File: config.mk
export PLATFORM = sky130hd
export DESIGN_NAME = fetch_unit
export DESIGN_NICKNAME = d
export VERILOG_FILES = /design/src/rtl/fetch_unit.sv
export SDC_FILE = /design/constraint.sdc
export NUM_CORES = 1
export LEC_CHECK = 0
export BUFFER_PORTS_ARGS = -buffer_cell sky130_fd_sc_hd__buf_2
export CAP_MARGIN = 10
export CORE_ASPECT_RATIO = 1.5
export CORE_MARGIN = 1
export CORE_UTILIZATION = 45
export DETAILED_ROUTE_END_ITERATION = 10
export PLACE_DENSITY = 0.67
export SETUP_SLACK_MARGIN = 0.2
export SYNTH_ARGS = -nofsm -noshare
export SYNTH_HDL_FRONTEND = slang
export SYNTH_SLANG_ARGS = --single-unit
File: constraint.sdc
create_clock -name clk -period 2.9 [get_ports clk]
set_input_delay 0.87 -clock clk [delete_from_list [all_inputs] [get_ports clk]]
set_output_delay 0.87 -clock clk [all_outputs]
set_load 0.005 [all_outputs]
File: src/rtl/fetch_unit.sv
// fetch_unit
// Instruction fetch stage. Owns the fetch PC and issues word reads to a
// synchronous instruction memory with a fixed 1-cycle read latency. Returned
// words are queued with their PCs in a small circular buffer. They are handed
// to decode through a valid/ready handshake. A redirect flushes the buffer and
// restarts fetch at a new address.
//
// Parameters
//   RESET_PC  word-aligned fetch address loaded on reset
//   DEPTH     instruction buffer entries (2..16); DEPTH>=3 sustains 1 instr/cycle
//
// Ports
//   clk             clock, all state updates on the rising edge
//   rst             synchronous reset, active-high
//   imem_req        read request this cycle
//   imem_addr       word-aligned read address (0 when imem_req=0)
//   imem_rdata      read data, valid exactly 1 cycle after the request cycle
//   instr_valid     buffer head holds an instruction
//   instr           head instruction word (0 when instr_valid=0)
//   instr_pc        PC of the head instruction (0 when instr_valid=0)
//   instr_ready     decode accepts the head this cycle
//   redirect_valid  flush the buffer and restart fetch at redirect_pc
//   redirect_pc     new fetch address; bits [1:0] are ignored
module fetch_unit #(
    parameter logic [31:0] RESET_PC = 32'h0000_0000,
    parameter int          DEPTH    = 4
) (
    input  logic        clk,
    input  logic        rst,
    output logic        imem_req,
    output logic [31:0] imem_addr,
    input  logic [31:0] imem_rdata,
    output logic        instr_valid,
    output logic [31:0] instr,
    output logic [31:0] instr_pc,
    input  logic        instr_ready,
    input  logic        redirect_valid,
    input  logic [31:0] redirect_pc
);

    localparam int              PTR_W    = (DEPTH > 1) ? $clog2(DEPTH) : 1;
    localparam int              CNT_W    = $clog2(DEPTH + 1);
    localparam logic [PTR_W-1:0] LAST_PTR = PTR_W'(DEPTH - 1);
    localparam logic [CNT_W:0]   DEPTH_C  = (CNT_W + 1)'(DEPTH);

    logic [31:0]      fetch_pc;
    logic [31:0]      inflight_pc;
    logic             inflight;
    logic [31:0]      buf_instr [DEPTH];
    logic [31:0]      buf_pc    [DEPTH];
    logic [PTR_W-1:0] rd_ptr;
    logic [PTR_W-1:0] wr_ptr;
    logic [CNT_W-1:0] count;
    logic [CNT_W:0]   credits_used;
    logic             issue;
    logic             push;
    logic             pop;

    // Pointers wrap explicitly so that DEPTH does not have to be a power of two.
    function automatic logic [PTR_W-1:0] next_ptr(input logic [PTR_W-1:0] p);
        return (p == LAST_PTR) ? '0 : p + PTR_W'(1);
    endfunction

    // Credit-based issue. A slot is reserved for every outstanding read, so a
    // returning word always finds room. Only registered state feeds this
    // decision, which keeps instr_ready off the imem_req path.
    assign credits_used = {1'b0, count} + {{CNT_W{1'b0}}, inflight};
    assign issue        = !rst && !redirect_valid && (credits_used < DEPTH_C);
    assign imem_req     = issue;
    assign imem_addr    = issue ? fetch_pc : '0;

    // A redirect never issues in its own cycle, so after a redirect edge no
    // read is outstanding. The one word that may land in the redirect cycle
    // is discarded because the flush takes priority over the push.
    assign push = inflight;
    assign pop  = instr_valid && instr_ready;

    // The head is presented directly from the buffer and zeroed while empty.
    assign instr_valid = (count != '0);
    assign instr       = instr_valid ? buf_instr[rd_ptr] : '0;
    assign instr_pc    = instr_valid ? buf_pc[rd_ptr]    : '0;

    // Fetch PC, in-flight tracking and buffer bookkeeping. Reset beats
    // redirect, and redirect beats normal fetch/push/pop. A pop in a redirect
    // cycle was already seen by decode, so the whole buffer is emptied.
    always_ff @(posedge clk) begin
        if (rst) begin
            fetch_pc    <= RESET_PC;
            inflight    <= 1'b0;
            inflight_pc <= '0;
            rd_ptr      <= '0;
            wr_ptr      <= '0;
            count       <= '0;
        end else if (redirect_valid) begin
            fetch_pc    <= {redirect_pc[31:2], 2'b00};
            inflight    <= 1'b0;
            rd_ptr      <= '0;
            wr_ptr      <= '0;
            count       <= '0;
        end else begin
            inflight <= issue;
            if (issue) begin
                fetch_pc    <= fetch_pc + 32'd4;
                inflight_pc <= fetch_pc;
            end
            if (push) begin
                wr_ptr <= next_ptr(wr_ptr);
            end
            if (pop) begin
                rd_ptr <= next_ptr(rd_ptr);
            end
            case ({push, pop})
                2'b10:   count <= count + CNT_W'(1);
                2'b01:   count <= count - CNT_W'(1);
                default: ;
            endcase
        end
    end

    // Buffer storage. It needs no reset because entries are only read while
    // count says they are occupied.
    always_ff @(posedge clk) begin
        if (!rst && !redirect_valid && push) begin
            buf_instr[wr_ptr] <= imem_rdata;
            buf_pc[wr_ptr]    <= inflight_pc;
        end
    end

endmodule
* Yosys cells after proc, flatten, opt, wreduce, memory -nomap -nowiden
Memory sizes are Yosys's and may differ from the RTL's. A register that Yosys moved wholly into a read port is not among the register bits.
Cells that the tools add are included.
** Word-level totals
- Register bits :: 72
- Bits in writable memories :: 256
- Bits of input ports :: 68
- Logic and storage cells :: 46
- Memories kept :: 2
** Operators by class
- Add/subtract/negate cells :: 6
- $lt $le $gt $ge :: 1
- Equal/unequal tests :: 4
- Mux-type cells :: 14
- Bitwise operators :: 1
- Reduce and logical (&&, ||, !) cells :: 11
** Memories
- buf_instr :: words 4, width 32, read ports 1, clocked after memory_dff 1, write ports 1, RTL line 49 : logic [31:0] buf_instr [DEPTH];
- buf_pc :: words 4, width 32, read ports 1, clocked after memory_dff 1, write ports 1, RTL line 50 : logic [31:0] buf_pc [DEPTH];
** Operators with widths (number)
- $mux 32 :: 5
- $add 32x3->32 const B :: 1
- $mux 2 :: 6
- $eq 2x2->1 const B :: 3
- $pmux 3 s2 :: 1
- $add 2x1->2 const B :: 2
- $add 3x1->4 :: 1
- $logic_and 1x1->1 :: 4
- $lt 4x3->1 const B :: 1
- $reduce_bool 2->1 :: 2
- $add 3x1->3 const B :: 1
- $reduce_bool 3->1 :: 1
- $sub 3x1->3 const B :: 1
- $eq 2x1->1 const B :: 1
- $logic_not 1->1 :: 2
- $mux 1 :: 2
- $reduce_and 2->1 :: 1
- $reduce_or 2->1 :: 1
- $not 1->1 :: 1

* Logic depth before layout (Yosys ltp)
- Depth in word-level cells :: 5
- Depth in mapped cells :: 9
- Mapped depth without buffers :: 9

* Worst setup path before layout
No wires, ideal clock.
- Path kind :: input to register
- From :: input port redirect_valid
- To :: memory buf_instr[0][0] (enable)
- Library setup time :: 0.427 ns
- Arrival :: 2.659 ns
- Path slack :: -0.186 ns
- Stages on the path :: 2
- Buffers on the path :: 0
- Cell sequence :: nor2_1 and3_1
** On the way
- Longest elaborated chain between the ends :: 5
** RTL lines
- start, declared :: RTL line 37 : input logic redirect_valid,
- $logic_not 1->1 :: RTL line 123 : if (!rst && !redirect_valid && push) begin
- $logic_and 1x1->1 (2 in series) :: RTL line 123
- $mux 1 :: RTL line 123
- $mux 1 (implied by the code) :: RTL line 124 : buf_instr[wr_ptr] <= imem_rdata;
- end, declared :: RTL line 49
Every way passes these cells.

==> flow_metrics.py <==
metrics = {
    "status": {
        "status": "finished, violations left",
        "violations": "setup timing",
    },
    "synth": {
        "ys.flop_type": "edfxtp_1",
        "synth_edf_count": 248,
        "synthMuxAreaShare_pct": 11.1,
        "ys_seq_area_share_pct": 68.5,
        "syn_area_per_cell_um2": 15.0,
        "synth_cells": 863,
        "synth-simple-area-share_pct": 10.9,
        "synthesis.area_um2": 12900,
        "synth-compound-area-share_pct": 4.73,
        "synth_seq_cells": 318,
        "synth_xor_area_share_pct": 0.746,
        "async_flop_share_pct": 0,
        "netlist-cell-type-count": 55,
        "synth_fa_ha_area_share_pct": 0.833,
        "synth_top_family_by_area": "multiplexers",
        "yosys_warnings": 0,
    },
    "floorplan": {
        "die_h_um": 209,
        "rows": 75,
        "core-area_um2": 28100,
        "initial_core_util_pct": 46.0,
        "die-area_um2": 29400,
        "die_x_um": 140,
        "ios": 166,
    },
    "setup_path": {
        "critPathRequiredTime_ps": 2030,
        "critPathKind": "reg2out",
        "path_max_fanout": 7,
        "start_kind": "flip-flop",
        "arrival_ps": 2090,
        "end_kind": "primary output",
        "r2r_cells": 5,
    },
    "power_and_ir_drop": {
        "power_mw": 9.44,
        "p_leak_nw": 6.27,
        "power_density_nw_per_um2": 577,
        "irDropWorstVdd_v": 0.000424,
    },
    "global_routing": {
        "grt_pass1_vias": 7857,
        "grt_max_degree": 63,
        "grt_pass1_wl_um": 43200,
        "grt_usage_pct": 19.3,
        "antenna_found_initial": 0,
        "overflow": 0,
    },
    "sta": {
        "min_period_ps": 2960,
        "tightest_slew_ps": 650,
        "hold_violations": 0,
        "finalSetupViolCount": 42,
        "rsz0062_at_grt": "true",
        "period_share_pct": 102,
        "drv_slew": 0,
        "slew_headroom_pct": 56.6,
        "max_freq_mhz": 338,
        "setup_ws_ps": -61.4,
        "finClkSkew_ps": 16.8,
    },
    "clock_tree": {
        "cts_sinks": 318,
        "htree_num_levels": 1,
        "ctsRootBufferMaster": "clkbuf_16",
        "cts-hold-fix-buffers": 0,
        "clock_path_buffers": 3,
        "cts_buffers": 30,
        "clk_latency_ps": 570,
        "path_clk_slew_ps": 60,
        "cts_tree": "yes",
    },
    "hold_path": {
        "hp-class": "reg2reg",
        "holdPathStages": 2,
    },
    "drt": {
        "dr.first_iter.drc_count": 498,
        "route.detailed.drc": 0,
        "dr.pass1.iters": 5,
        "final_antenna_net_count": 0,
        "vias": 7845,
        "viasPerCell": 5.47,
        "finalWirelength_um": 28700,
        "wl_per_cell_um": 20.0,
    },
    "placed_design": {
        "post-dp-hpwl_um": 16800,
        "place_inst": 1348,
        "port_buffers": 159,
        "pre_cts_slack_ps": 153,
        "gp_congestion": 0.836,
    },
    "layout": {
        "stdcell_count": 1434,
        "final_cell_mix": "248 x edfxtp_1, 127 x buf_2, 64 x dfxtp_1",
        "drive_gt1_share_pct": 40.5,
        "finalNetCount": 1140,
        "antenna_cells": 0,
        "area_growth_pct": 26.7,
        "layout_commonest_cell": "edfxtp_1",
    },
    "flow_run": {
        "max_cap_viol_count": 0,
    },
}
## logic make-up after synthesis
logic type                 count (synthesis)
DFF                                      318
and+or+nand+nor                          270
buffers and inverters                     98
AOI/OAI and AO/OA                         92
muxes                                     65
xor gates and xnor gates                  11
adders and majority gates                  8
other                                      1
## timing repair
action,in CTS,in global routing
pin swaps,28,9
endpoints found under the setup margin,93,81
buffers inserted,14,7
gates cloned,8,1
gates resized for setup,96,93
hold endpoints to repair,0,0
## registers in the layout (all words and copies together), names as in the netlist, named ones only
register,cells
wr_ptr,2
rd_ptr,2
buf_pc,120
inflight_pc,30
fetch_pc,30
inflight,1
buf_instr,128
count,3
## power breakdown
| group | leakage (nW) | switching (mW) | total (mW) | internal, mW |
|---|---|---|---|---|
| combinational | 2.81 | 0.249 | 0.493 | 0.244 |
| clock | 0.484 | 1.64 | 3.91 | 2.27 |
| sequential | 2.97 | 0.0816 | 5.03 | 4.95 |
## layout make-up
type / count / area, µm²
inverter: 41 / 161
clock inverter: 16 / 158
timing repair buffer: 223 / 1910
sequential: 318 / 8870
multi-input combinational: 450 / 4010
fill: 2181 / 11700
tap: 346 / 433
clock buffer: 40 / 830
## stage by stage
stage / TNS, ps / hold WS (ps) / utilization [%] / cell area (µm²)
floorplan: 0 / 454 / - / 12900
CTS: -3510 / 492 / 56.9 / 16000
detailed placement: 0 / 481 / 51.0 / 14300
finish: -1390 / 492 / 58.3 / 16400
global placement: 0 / 467 / 51.0 / 14300
global route: -5070 / 499 / 58.3 / 16400
## worst paths after layout
kind          startpoint  slack (ps)           end
max            flip-flop         -60      instr[0]
min            rd_ptr[1]         490     flip-flop
max reg2reg  fetch_pc[3]         500  fetch_pc[24]
min reg2reg    rd_ptr[1]         490     flip-flop
## layer usage
metal  track usage (%)  routed length, µm  share of wire (%)
met5                 0                  0                  0
met4              7.43                685                2.4
met3              2.40               1270                4.4
met2              34.9              15300                 53
met1              23.4              11400                 40
## Yosys cell counts (6+ instances only)
| cell | count | area share, % |
|---|---|---|
| nor2_1 | 34 | 0.99 |
| buf_4 | 7 | 0.41 |
| nor4_1 | 11 | 0.53 |
| and3_1 | 16 | 0.78 |
| clkbuf_1 | 35 | 1.0 |
| and2_1 | 63 | 3.1 |
| nor3_1 | 11 | 0.43 |
| or3_1 | 10 | 0.48 |
| mux4_2 | 62 | 11 |
| xnor2_1 | 6 | 0.41 |
| buf_2 | 10 | 0.39 |
| inv_1 | 41 | 1.2 |
| nand3_1 | 11 | 0.43 |
| a211oi_1 | 11 | 0.64 |
| nand4_1 | 11 | 0.53 |
| ha_1 | 7 | 0.68 |
| nand2_1 | 81 | 2.4 |
| a21oi_1 | 40 | 1.6 |
| edfxtp_1 | 248 | 58 |
| dfxtp_1 | 70 | 11 |
## worst max-delay path, stage by stage (launching register included)
cell	delay [ps]
dfxtp_4	360
buf_12	130
buf_12	130
buf_16	140
mux4_2	490
and2_4	170
buf_6	100
Note: power is estimated with default switching activity, not from simulation.
